`src/rtl/spram_pkg.sv`:
```
// Shared types and default sizes for the single-port RAM arbiter slice.
// Latency: n/a (declarations only).
// Backpressure: n/a (declarations only).
package spram_pkg;

    localparam int DATA_W_DEF   = 8;
    localparam int ADDR_W_DEF   = 6;
    localparam int LOCK_MAX_DEF = 16;

    // Requester identifier: one bit selects between the two masters.
    typedef logic req_id_t;
    localparam req_id_t REQ0 = 1'b0;
    localparam req_id_t REQ1 = 1'b1;

    // Tag travelling alongside a read so the returning data finds its owner.
    typedef struct packed {
        logic    valid;
        req_id_t id;
    } rd_tag_t;

    function automatic req_id_t other_req(input req_id_t id);
        return ~id;
    endfunction

endpackage

```
`src/rtl/spram_arbiter_rr_arb2.sv`:
```
// Two-way round-robin grant with an ownership lock and an idle-owner timeout.
// Latency: grants are combinational from valid and registered arbiter state.
// Backpressure: a non-granted requester simply sees no grant and keeps holding.
module rr_arb2
    import spram_pkg::*;
#(
    parameter int LOCK_MAX = LOCK_MAX_DEF
) (
    input  logic clk,
    input  logic rst,
    input  logic valid0,
    input  logic valid1,
    input  logic lock0,
    input  logic lock1,
    output logic grant0,
    output logic grant1,
    output logic lock_err
);

    localparam logic [7:0] IDLE_LAST = 8'(LOCK_MAX - 1);

    req_id_t    ptr;
    req_id_t    owner;
    logic       owner_vld;
    logic [7:0] idle_cnt;

    logic       acc0;
    logic       acc1;
    logic       acc_any;
    req_id_t    acc_id;
    logic       acc_lock;
    logic       owner_idle;
    logic       timeout;

    // Grant selection: a lock owner excludes the other side, otherwise round robin.
    always_comb begin
        grant0 = 1'b0;
        grant1 = 1'b0;
        if (owner_vld) begin
            grant0 = (owner == REQ0);
            grant1 = (owner == REQ1);
        end else if (valid0 && valid1) begin
            grant0 = (ptr == REQ0);
            grant1 = (ptr == REQ1);
        end else begin
            grant0 = valid0;
            grant1 = valid1;
        end
    end

    // Acceptance and timeout detection; only the owner can be accepted while locked.
    always_comb begin
        acc0       = valid0 & grant0;
        acc1       = valid1 & grant1;
        acc_any    = acc0 | acc1;
        acc_id     = acc1 ? REQ1 : REQ0;
        acc_lock   = acc1 ? lock1 : lock0;
        owner_idle = owner_vld & ~acc_any;
        timeout    = owner_idle & (idle_cnt == IDLE_LAST);
        lock_err   = timeout;
    end

    // Pointer, owner and idle counter; an acceptance always beats a timeout.
    always_ff @(posedge clk or posedge rst) begin
        if (rst) begin
            ptr       <= REQ0;
            owner     <= REQ0;
            owner_vld <= 1'b0;
            idle_cnt  <= 8'd0;
        end else if (acc_any) begin
            if (!owner_vld) begin
                ptr <= other_req(acc_id);
            end
            owner     <= acc_id;
            owner_vld <= acc_lock;
            idle_cnt  <= 8'd0;
        end else if (timeout) begin
            ptr       <= other_req(owner);
            owner_vld <= 1'b0;
            idle_cnt  <= 8'd0;
        end else if (owner_idle) begin
            idle_cnt <= idle_cnt + 8'd1;
        end
    end

endmodule

```
`src/rtl/spram_arbiter.sv`:
```
// Shares one single-port registered-read RAM between two requesters.
// Latency: RAM controls registered at acceptance; read data returns 3 cycles after the ready cycle.
// Backpressure: combinational ready per requester, one acceptance per cycle, no switch bubble.
module spram_arbiter
    import spram_pkg::*;
#(
    parameter int DATA_W   = DATA_W_DEF,
    parameter int ADDR_W   = ADDR_W_DEF,
    parameter int LOCK_MAX = LOCK_MAX_DEF
) (
    input  logic              clk,
    input  logic              rst,
    input  logic              rq0_valid,
    input  logic              rq0_we,
    input  logic              rq0_lock,
    input  logic [ADDR_W-1:0] rq0_addr,
    input  logic [DATA_W-1:0] rq0_wdata,
    output logic              rq0_ready,
    output logic              rq0_rvalid,
    output logic [DATA_W-1:0] rq0_rdata,
    input  logic              rq1_valid,
    input  logic              rq1_we,
    input  logic              rq1_lock,
    input  logic [ADDR_W-1:0] rq1_addr,
    input  logic [DATA_W-1:0] rq1_wdata,
    output logic              rq1_ready,
    output logic              rq1_rvalid,
    output logic [DATA_W-1:0] rq1_rdata,
    output logic [DATA_W-1:0] ram_data,
    output logic [ADDR_W-1:0] ram_addr,
    output logic              ram_we,
    input  logic [DATA_W-1:0] ram_q,
    output logic              lock_err
);

    logic              grant0;
    logic              grant1;
    logic              acc_any;
    req_id_t           sel_id;
    logic              sel_we;
    logic [ADDR_W-1:0] sel_addr;
    logic [DATA_W-1:0] sel_wdata;
    rd_tag_t           tag_s1;
    rd_tag_t           tag_s2;

    rr_arb2 #(
        .LOCK_MAX (LOCK_MAX)
    ) u_arb (
        .clk      (clk),
        .rst      (rst),
        .valid0   (rq0_valid),
        .valid1   (rq1_valid),
        .lock0    (rq0_lock),
        .lock1    (rq1_lock),
        .grant0   (grant0),
        .grant1   (grant1),
        .lock_err (lock_err)
    );

    // Ready and the request mux for whichever side is accepted this cycle.
    always_comb begin
        rq0_ready = rq0_valid & grant0;
        rq1_ready = rq1_valid & grant1;
        acc_any   = rq0_ready | rq1_ready;
        sel_id    = rq1_ready ? REQ1 : REQ0;
        sel_we    = rq1_ready ? rq1_we : rq0_we;
        sel_addr  = rq1_ready ? rq1_addr : rq0_addr;
        sel_wdata = rq1_ready ? rq1_wdata : rq0_wdata;
    end

    // RAM control registers: address/data hold when idle, write strobe lasts one cycle.
    always_ff @(posedge clk or posedge rst) begin
        if (rst) begin
            ram_we   <= 1'b0;
            ram_addr <= '0;
            ram_data <= '0;
        end else if (acc_any) begin
            ram_we   <= sel_we;
            ram_addr <= sel_addr;
            ram_data <= sel_wdata;
        end else begin
            ram_we <= 1'b0;
        end
    end

    // Read tags: stage 1 aligns with the RAM sampling edge, stage 2 with q being valid.
    always_ff @(posedge clk or posedge rst) begin
        if (rst) begin
            tag_s1 <= '0;
            tag_s2 <= '0;
        end else begin
            tag_s1 <= '{valid: acc_any & ~sel_we, id: sel_id};
            tag_s2 <= tag_s1;
        end
    end

    // Return path: capture q into the tagged requester's data register and pulse rvalid.
    always_ff @(posedge clk or posedge rst) begin
        if (rst) begin
            rq0_rvalid <= 1'b0;
            rq1_rvalid <= 1'b0;
            rq0_rdata  <= '0;
            rq1_rdata  <= '0;
        end else begin
            rq0_rvalid <= tag_s2.valid & (tag_s2.id == REQ0);
            rq1_rvalid <= tag_s2.valid & (tag_s2.id == REQ1);
            if (tag_s2.valid && tag_s2.id == REQ0) begin
                rq0_rdata <= ram_q;
            end
            if (tag_s2.valid && tag_s2.id == REQ1) begin
                rq1_rdata <= ram_q;
            end
        end
    end

endmodule

```
`config.mk`:
```
export PLATFORM = sky130hd
export DESIGN_NAME = spram_arbiter
export DESIGN_NICKNAME = d
export VERILOG_FILES = /design/src/rtl/spram_pkg.sv /design/src/rtl/spram_arbiter_rr_arb2.sv /design/src/rtl/spram_arbiter.sv
export SDC_FILE = /design/constraint.sdc
export NUM_CORES = 1
export LEC_CHECK = 0
export ABC_AREA = 1
export CAP_MARGIN = 20
export CORE_MARGIN = 3
export CORE_UTILIZATION = 41
export CTS_BUF_LIST = sky130_fd_sc_hd__clkbuf_8
export DETAILED_ROUTE_END_ITERATION = 8
export PLACE_DENSITY = 0.78
export SLEW_MARGIN = 30
export SYNTH_ARGS = -nofsm -noshare
export SYNTH_HDL_FRONTEND = slang
export SYNTH_SLANG_ARGS = --single-unit
```
`constraint.sdc`:
```
create_clock -name clk -period 1.4 [get_ports clk]
set_input_delay 0.21 -clock clk [delete_from_list [all_inputs] [get_ports clk]]
set_output_delay 0.21 -clock clk [all_outputs]
set_load 0.005 [all_outputs]
```
==> run summary, run 1 <==
Total core area - 0.00488 sq mm
Skew final - 0.00777 ns
Most frequent cells after synthesis - nand2_1, dfrtp_1, o21ai_0
Most common cell in the netlist - nand2_1
Total global-route track usage - 20.2%
CTS tree - done
Simple-Gate Fraction of Synth Area - 21.3%
Worst Slack Setup Final - -0.302 ns
Placed insts - 406
Initial antenna violation count - 0
CP Cell Sequence - ha_2 -> nand3_2 -> nor2_2 -> nand4_1 -> buf_4 -> inv_2 -> buf_2
Clock Sink Count - 48
Leakage power - 0.00190 uW
Mux cell area share after synthesis - 0%
Post-synthesis sequential area ratio - 56.0%
Post-synth EDFFs - 0
RD Place Congestion - 0.775
Vias in the first global route - 2042
Slew margin rel. - 69.1%
Failing checks - setup timing
Final net count - 417
Clock Tree Buf Depth - 2
XOR/XNOR Fraction of Synth Area - 1.23%
Part of the cycle the worst path needs - 122%
Crit path max fanout - 2
Synthesized Nets - 286
Die Width - 78.3 um
DR iter-0 viols - 130
PortBufs - 79
First-pass GRT wire length - 9660 um
Highest clock rate - 0.587 GHz
Final core utilization - 77.1%
Worst path required time - 1.19 ns
Finished Cell Area - 0.00376 sq mm
Top delay family on crit path - flip-flops
Area contributors post-synth - dfrtp_1, nand2_1, o21ai_0, nor2_1, inv_1
WP data arrival - 1.49 ns
WL final - 6730 um
Final setup vio count - 29
Routed via count - 2183
Async S/R FF share, synth - 100%
Initial Utilization - 43.9%
Max Used Layer - met4
Area leader, netlist - dfrtp_1
RSZ-0062 raised after global routing - yes
Fin crit period - 1.70 ns
Hold Path Class - in2async
Netlist cell types - 24
Compound-Gate Fraction of Synth Area - 12.6%
Via density - 4.96
Max_cap viols - 0
Critical path capture point type - output port
Cell chosen for the clock root - clkbuf_8
Final Max Slew Viols - 0
Worst Setup Start Kind - flop
Met2 wire len - 3420 um
Post-synthesis average cell area - 8.89 sq um
Post-synth top flop - dfrtp_1
I/O pin cnt - 80
Clk_lat worst skew - 0.31 ns
Row count - 25
Mapped Cells - 241
Least-Margin Pin Slew - 0.463 ns
HPWL Detailed - 3980 um
Finished Layout Cells - 440
Die footprint - 0.00613 sq mm
TritonCTS buffer count - 5
Mapped Area - 0.00214 sq mm
Layout cells sized above 1 - 33.0%
Pwr Total - 7300 uW
WL per Instance - 15.3 um
PwrDens - 1940 mW/mm^2
Largest net degree at the start of global routing - 49
Hold-fix buffers at CTS - 0
Critical path type - reg2out
Seq cells post-synth - 48
Routed Antenna Nets - 0
Main combinational cell family by area after synthesis - simple AND/OR/NAND/NOR gates
Status - complete, but fails checks
Hold Violations, Final - 0
Post-DP Area - 0.00317 sq mm
CP max stage cell - dfrtp_1
Die height - 78.3 um
Antenna cell count - 0
Critical path buffers and inverters - 3
Peak VDD IR - 1.15 mV
Syn-to-layout area delta - 75.5%
DRC - 0
Synth Area in Adders - 0.584%
CP peak stage delay - 0.39 ns
Drt first pass iters - 4
Warnings, synthesis - 0
Yosys top cell area share - 56.0%
Clock transition at path regs - 0.09 ns
Met1 Wirelength - 2680 um
H-tree depth - 2
Grt total ovfl - 0
Metal3 WL - 478 um
TNS Setup - -4.74 ns
==> routing by layer <==
layer	vias up	GRT usage (%)
li1	1038	-
met1	1041	24.0
met2	91	35.2
met3	13	6.08
met4	0	5.77
met5	-	0
==> worst paths after layout <==
path                                               start  slack, ns                             to  cells past startpoint
hold / removal                                       rst       0.25        ram_data[4]$_DFFE_PP0N_                      3
hold reg to reg                      tag_s1[0]$_DFF_PP0_       0.36            tag_s2[0]$_DFF_PP0_                      0
setup reg to reg             u_arb.owner_vld$_DFFE_PP0P_      -0.23  u_arb.idle_cnt[4]$_DFFE_PP0P_                     12
setup / recovery           u_arb.idle_cnt[0]$_DFFE_PP0P_      -0.30                       lock_err                      7
max in group asynchronous                            rst       0.92    u_arb.owner_vld$_DFFE_PP0P_                      3
min in group clk                     tag_s1[0]$_DFF_PP0_       0.36            tag_s2[0]$_DFF_PP0_                      0
==> tightest hold or removal path, cell delays in order <==
cell and delay (ns):
clkdlybuf4s50_1 0.41, inv_2 0.07, buf_12 0.24
==> sequential cells by signal, summed over array words and instances, names as in the netlist <==
signal,count
tag_s2,2
rq1_rvalid,1
u_arb.idle_cnt,8
ram_data,8
u_arb.owner,1
ram_we,1
rq0_rvalid,1
rq1_rdata,8
rq0_rdata,8
ram_addr,6
tag_s1,2
u_arb.owner_vld,1
u_arb.ptr,1
==> where the power goes <==
group / total (uW) / switching [uW] / internal, uW
Combinational: 4110 / 1880 / 2230
Clock: 858 / 504 / 355
Sequential: 2340 / 363 / 1970
==> stage by stage <==
step / hold WS, ns / setup slack (ns)
after floorplan: 0.331 / 0.0171
after global placement: 0.332 / -0.422
after detailed placement: 0.337 / -0.452
after CTS: 0.260 / -0.309
after global routing: 0.286 / -0.392
final: 0.250 / -0.302
==> area by class of cell <==
type                            count  area (sq um)
Clock inverter                      3          23.8
Inverter                           25           111
Multi-Input combinational cell    159           947
Timing Repair Buffer              133          1320
Clock buffer                        5          68.8
Tap cell                           67          83.8
Fill cell                         326          1120
Sequential cell                    48          1200
==> layout by cell type, fill, tap and decap left out, types with 3 or more instances in the layout <==
cell type / instances
nand2_4: 8
dlymetal6s2s_1: 12
buf_4: 38
inv_2: 4
nand4_1: 4
buf_6: 11
dlygate4sd2_1: 11
dfrtp_1: 47
nand2_2: 17
nand3_1: 8
clkdlybuf4s50_1: 53
inv_1: 19
xor2_1: 3
o21ai_0: 25
o21ai_2: 13
nor2_1: 20
buf_12: 3
clkbuf_8: 5
nand3_2: 4
nand2_1: 33
o21ai_1: 13
==> what timing repair did <==
action | 4_1_cts | 5_1_grt
gates cloned | 2 | 1
buffers inserted | 12 | 17
pin swaps | 17 | 12
setup endpoints to repair | 37 | 46
gates resized for setup | 71 | 55
==> cells by family after synthesis <==
family	count (synthesis)
xor gates and xnor gates	3
adders and majority gates	1
buffers and inverters	34
and+or+nand+nor	102
AOI/OAI and AO/OA	53
DFF	48
No activity file was read; power rests on OpenSTA's default activity.
==> inputs of run 2 (changes only) <==
CORE_MARGIN = 5   (was 3)
MAX_ROUTING_LAYER = met4   (was unset)
==> run 2 against run 1 <==
Compared with the run above:
- the run still ends with setup timing left
- clock skew is 0.0049 ns lower
- utilization is 2.9 points lower
- sequential share of layout area is 0.25 points lower
- highest routed layer unchanged
- critical endpoint is now ram_data[3]$_DFFE_PP0N_
==> run summary, run 2 (synthesis gave the netlist of run 1 again) <==
Routed via count - 2176
Vias in the first global route - 2200
Finished Cell Area - 0.00379 sq mm
Least-Margin Pin Slew - 0.479 ns
RSZ-0062 raised after global routing - yes
Crit path max fanout - 6
Cell chosen for the clock root - clkbuf_8
Clock Sink Count - 48
Leakage power - 0.00201 uW
H-tree depth - 2
Layout cells sized above 1 - 29.9%
Critical path capture point type - flop
Max_cap viols - 0
Hold Path Class - in2async
Grt total ovfl - 0
Critical path type - reg2reg
Clock group share of total power - 15.5%
Top delay family on crit path - buffers and inverters
Fin crit period - 1.62 ns
Worst Slack Setup Final - -0.217 ns
Most frequent cells in the layout - clkdlybuf4s50_1, dfrtp_1, nand2_1, buf_4, dlymetal6s2s_1
P_sw - 2540 uW
CP max stage cell - dfrtp_1
Clock Tree Buf Depth - 2
Failing checks - setup timing
Clk_lat worst skew - 0.29 ns
Highest clock rate - 0.619 GHz
Row count - 26
First-pass GRT wire length - 10100 um
WL final - 6630 um
DRC - 0
Die footprint - 0.00677 sq mm
Die height - 82.3 um
Part of the cycle the worst path needs - 115%
Final setup vio count - 28
Peak VDD IR - 1.29 mV
P_int - 4840 uW
Total core area - 0.00511 sq mm
Skew final - 0.00290 ns
Hold Violations, Final - 0
I/O pin cnt - 80
Placed insts - 407
Status - complete, but fails checks
Final core utilization - 74.2%
DR iter-0 viols - 91
HPWL Detailed - 4150 um
CTS tree - done
Hold_ws - 0.259 ns
Initial Utilization - 42.0%
Worst Setup Start Kind - flop
PortBufs - 79
RD Place Congestion - 0.830
TNS Setup - -4.59 ns
TritonCTS buffer count - 5
Via density - 4.90
CP peak stage delay - 0.43 ns
Routed Antenna Nets - 0
Total global-route track usage - 20.1%
Critical path buffers and inverters - 5
Slew margin rel. - 68.0%
CP Cell Sequence - inv_2 -> nand2_2 -> nand2_2 -> nand2_2 -> nand2_4 -> buf_4 -> buf_6 -> nand2_8 -> clkinv_8 -> clkbuf_16 -> nand2_1 -> o21ai_1
Final Max Slew Viols - 0
WP data arrival - 1.80 ns
Finished Layout Cells - 444
Post-DP Area - 0.00318 sq mm
Final net count - 419
Commonest non-fill, non-tap cell in the layout - clkdlybuf4s50_1
Largest net degree at the start of global routing - 49
Syn-to-layout area delta - 76.7%
Sw frac - 34.4%
CP most frequent cell - nand2_2
PwrDens - 1950 mW/mm^2
Drt first pass iters - 4
Worst path required time - 1.58 ns
WL per Instance - 14.9 um
Seq pwr share - 30.9%
Die Width - 82.3 um
Hold-fix buffers at CTS - 0
Logic pwr share - 53.6%
Clock transition at path regs - 0.08 ns
Antenna cell count - 0
Initial antenna violation count - 0
[run 2: cell types whose count changed in the layout (fill, tap and decap cells not counted), moves of 4 or more]
cell,change
nand2_2,-6
nand2_4,-4
nand2_1,+11
buf_6,-4
dlymetal6s2s_1,+12
dlygate4sd2_1,-8
clkdlybuf4s50_1,-4
[run 2: routing by layer]
metal  global-route usage [%]  vias up  part of all wire [%]
met5                        -        -                     0
met2                     33.9      101                    51
li1                         -     1044                     -
met3                     6.18       14                   8.5
met1                     22.8     1017                    38
met4                     6.48        0                   2.1
[run 2: power by group through the flow]
stage | sequential, uW | clock, uW | combinational, uW
finish | 2290 | 1140 | 3960
global route | 2360 | 1260 | 4310
CTS | 2290 | 1160 | 3530
detailed placement | 2300 | 0 | 2960
global placement | 2290 | 0 | 2890
floorplan | 2330 | 0 | 1290
[run 2: per-stage QoR]
stage | power [uW] | setup WS [ns]
2_1_floorplan | 3610 | 0.0171
3_3_place_gp | 5180 | -0.445
3_5_place_dp | 5260 | -0.502
4_1_cts | 6980 | -0.178
5_1_grt | 7920 | -0.320
6_report | 7390 | -0.217
[run 2: area by class of cell]
| type | count | area (sq um) |
|---|---|---|
| well taps | 70 | 87.6 |
| clock inverters | 2 | 60.1 |
| repair buffers | 133 | 1350 |
| flip-flops and latches | 48 | 1200 |
| repair inverters | 1 | 6.26 |
| clock buffers | 5 | 68.8 |
| inverters | 25 | 109 |
| fillers | 353 | 1320 |
| multi-input cells | 160 | 906 |
[run 2: worst paths after layout]
kind / startpoint / endpoint / slack (ns) / cells past startpoint
hold reg to reg: tag_s1[1]$_DFF_PP0_ / tag_s2[1]$_DFF_PP0_ / 0.36 / 0
min in group clk: tag_s1[1]$_DFF_PP0_ / tag_s2[1]$_DFF_PP0_ / 0.36 / 0
hold / removal: rst / tag_s2[0]$_DFF_PP0_ / 0.26 / 3
setup / recovery: u_arb.owner_vld$_DFFE_PP0P_ / ram_data[3]$_DFFE_PP0N_ / -0.22 / 12
setup reg to reg: u_arb.owner_vld$_DFFE_PP0P_ / ram_data[3]$_DFFE_PP0N_ / -0.22 / 12
max in group asynchronous: rst / u_arb.idle_cnt[5]$_DFFE_PP0P_ / 0.91 / 3
[run 2: what timing repair did]
action	in CTS	in global routing
gates resized for setup	66	42
gates cloned	2	1
setup endpoints to repair	31	55
pin swaps	21	3
hold endpoints to repair	0	0
buffers inserted	14	13
[run 2: tightest hold or removal path, cell delays in order]
cell	delay (ns)
clkdlybuf4s50_1	0.41
inv_2	0.07
buf_12	0.24
==> inputs of run 3 (changes only) <==
ABC_AREA = 0   (was 1)
==> run 3 against run 2 <==
Compared with the run above:
- largest power group unchanged
- cell count shrank 18%
- clock skew is 0.0038 ns higher
- critical path depth is 9 lower
- register-to-register slack about the same
- sequential power shrank 2%
- non-clock buffer count decreased by 20
- wire length shrank 16%
- flip-flop and latch count did not move
- the run still ends with setup timing left
- die area down 0.35%
- total power fell by 14%
- utilization is 3.6 points lower
- clock-buffer cell count up 1
- largest cell class is now sequential cells
==> run summary, run 3 <==
Status - complete, but fails checks
Failing checks - setup timing
Skew final - 0.00675 ns
Antenna cell count - 0
Slew margin rel. - 73.8%
Initial antenna violation count - 0
Async S/R FF share, synth - 100%
Layout cells sized above 1 - 31.4%
Worst Setup Start Kind - flop
Post-synth top flop - dfrtp_1
WL final - 5540 um
Area leader, netlist - dfrtp_1
Hold-fix buffers at CTS - 0
Via density - 4.87
Total core area - 0.00507 sq mm
Post-synth EDFFs - 0
Seq pwr share - 35.5%
Crit path max fanout - 2
TritonCTS buffer count - 5
PwrDens - 1770 mW/mm^2
TNS Setup - -2.81 ns
Peak VDD IR - 0.940 mV
Grt total ovfl - 0
CTS tree - done
End of the critical path - lock_err
Most frequent cells in the layout - clkdlybuf4s50_1, dfrtp_1, dlymetal6s2s_1, buf_4, nor2_1
Clock transition at path regs - 0.08 ns
Critical R2R Capture - u_arb.idle_cnt[7]$_DFFE_PP0P_
Logic pwr share - 51.2%
Most common cell in the netlist - dfrtp_1
Worst R2R Path Depth - 5
Post-synthesis sequential area ratio - 56.3%
Clock group share of total power - 13.3%
Final Max Slew Viols - 0
Drt first pass iters - 4
Most frequent cells after synthesis - dfrtp_1, nor2_1, mux2i_1
Area contributors post-synth - dfrtp_1, mux2i_1, mux2_2, nor2_1, a21oi_2
First-pass GRT wire length - 8220 um
P_int - 4350 uW
Final core utilization - 70.6%
Netlist cell types - 35
Yosys top cell area share - 56.3%
Pwr Total - 6340 uW
WL per Instance - 15.3 um
Cell chosen for the clock root - clkbuf_8
Critical path capture point type - output port
Least-Margin Pin Slew - 0.392 ns
Seq cells post-synth - 48
Routed via count - 1768
Highest clock rate - 0.592 GHz
Post-synthesis average cell area - 11.9 sq um
RD Place Congestion - 0.875
Clock Tree Buf Depth - 2
H-tree depth - 2
Die Width - 82.2 um
RSZ-0062 raised after global routing - yes
Total global-route track usage - 16.7%
Hold Path Class - in2async
Syn-to-layout area delta - 67.8%
I/O pin cnt - 80
Vias in the first global route - 1789
Worst path required time - 1.19 ns
Final setup vio count - 24
Leakage power - 0.00171 uW
Synthesized Nets - 224
Hold Violations, Final - 0
RR Startpoint - u_arb.idle_cnt[7]$_DFFE_PP0P_
DR iter-0 viols - 41
Clk_lat worst skew - 0.30 ns
WP data arrival - 1.48 ns
P_sw - 1980 uW
Warnings, synthesis - 0
Part of the cycle the worst path needs - 121%
Sw frac - 31.3%
Initial Utilization - 42.1%
DRC - 0
Max_cap viols - 0
Critical Path Source - u_arb.idle_cnt[7]$_DFFE_PP0P_
Routed Antenna Nets - 0
Die height - 82.2 um
Final net count - 337
PortBufs - 79
HPWL Detailed - 3810 um
Mapped Cells - 179
Largest net degree at the start of global routing - 35
Flop2flop setup slack - -0.23 ns
Row count - 26
Fin crit period - 1.69 ns
Die footprint - 0.00675 sq mm
Critical path type - reg2out
Clock Sink Count - 48
Mapped Area - 0.00213 sq mm
Worst Slack Setup Final - -0.289 ns
## run 3: changes by cell type in the layout (fill, tap and decap cells not counted), sizes merged, moves of 3 or more
cell,previous run,this run
a21oi,1,15
buf,56,37
inv,25,4
mux2,0,16
mux2i,0,18
nand2,60,14
nand3,12,2
nand4,4,0
nor3,1,4
o211ai,0,3
o21ai,52,4
or3,0,3
## run 3: logic make-up (layout without fill, tap and decap cells)
family | count (synthesis) | count (layout) | share of synthesized area [%]
simple gates | 54 | 54 | 11.5
flops | 48 | 48 | 56.3
mux | 34 | 34 | 16.9
compound gates | 29 | 29 | 10.6
buf+inv | 11 | 125 | 3.28
xor+xnor | 2 | 2 | 0.821
fa+ha+maj | 1 | 1 | 0.586
## run 3: power by group through the flow
stage          Sequential (uW)  Clock, uW  Combinational (uW)
2_1_floorplan             2310          0                1330
3_3_place_gp              2250          0                2830
3_5_place_dp              2270          0                2880
4_1_cts                   2250        865                3180
5_1_grt                   2320        932                3520
6_report                  2250        845                3240
## run 3: cell type report
cell class,count,area [sq um]
Sequential cell,48,1200
Inverter,4,15.0
Timing Repair Buffer,113,1190
Clock inverter,2,10.0
Multi-Input combinational cell,120,990
Fill cell,385,1490
Clock buffer,6,82.6
Tap cell,70,87.6
## run 3: worst max-delay path: stages (launching register included)
cell	delay, ns
dfrtp_1	0.40
or4_4	0.54
nor3_2	0.10
buf_2	0.14
## run 3: per-layer routing
layer  GRT usage (%)  vias to the layer above  part of all wire [%]  routed length (um)
met2            27.6                       78                    49                2710
li1                -                      847                     -                   -
met3            6.18                       11                   9.3                 514
met1            18.9                      832                    40                2190
met4            5.48                        0                   2.3                 127
met5               -                        -                     0                   0
## run 3: metrics by stage
step                      cells  hold WS [ns]  setup slack (ns)  instance area (sq um)
after floorplan             179         0.331            -0.165                   2170
final                       363         0.149            -0.289                   3580
after CTS                   359         0.154            -0.310                   3400
after global routing        363         0.171            -0.384                   3580
after global placement      348         0.332            -0.601                   3220
after detailed placement    348         0.335            -0.613                   3220
## run 3: what timing repair did
action	CTS	global route
pin swaps	8	3
setup buffers	2	4
resized for setup	33	42
gates cloned	1	0
endpoints found under the setup margin	29	54
## run 3: how the worst min path moves through the flow
| stage | start | end | depth (start not counted) |
|---|---|---|---|
| after global routing | rst | u_arb.idle_cnt[1]$_DFFE_PP0P_ | 2 |
| after CTS | rst | u_arb.idle_cnt[1]$_DFFE_PP0P_ | 2 |
| after global placement | tag_s1[0]$_DFF_PP0_ | tag_s2[0]$_DFF_PP0_ | 0 |
| after floorplan | tag_s1[0]$_DFF_PP0_ | tag_s2[0]$_DFF_PP0_ | 0 |
| final | rst | u_arb.idle_cnt[1]$_DFFE_PP0P_ | 2 |
| after detailed placement | tag_s1[1]$_DFF_PP0_ | tag_s2[1]$_DFF_PP0_ | 0 |
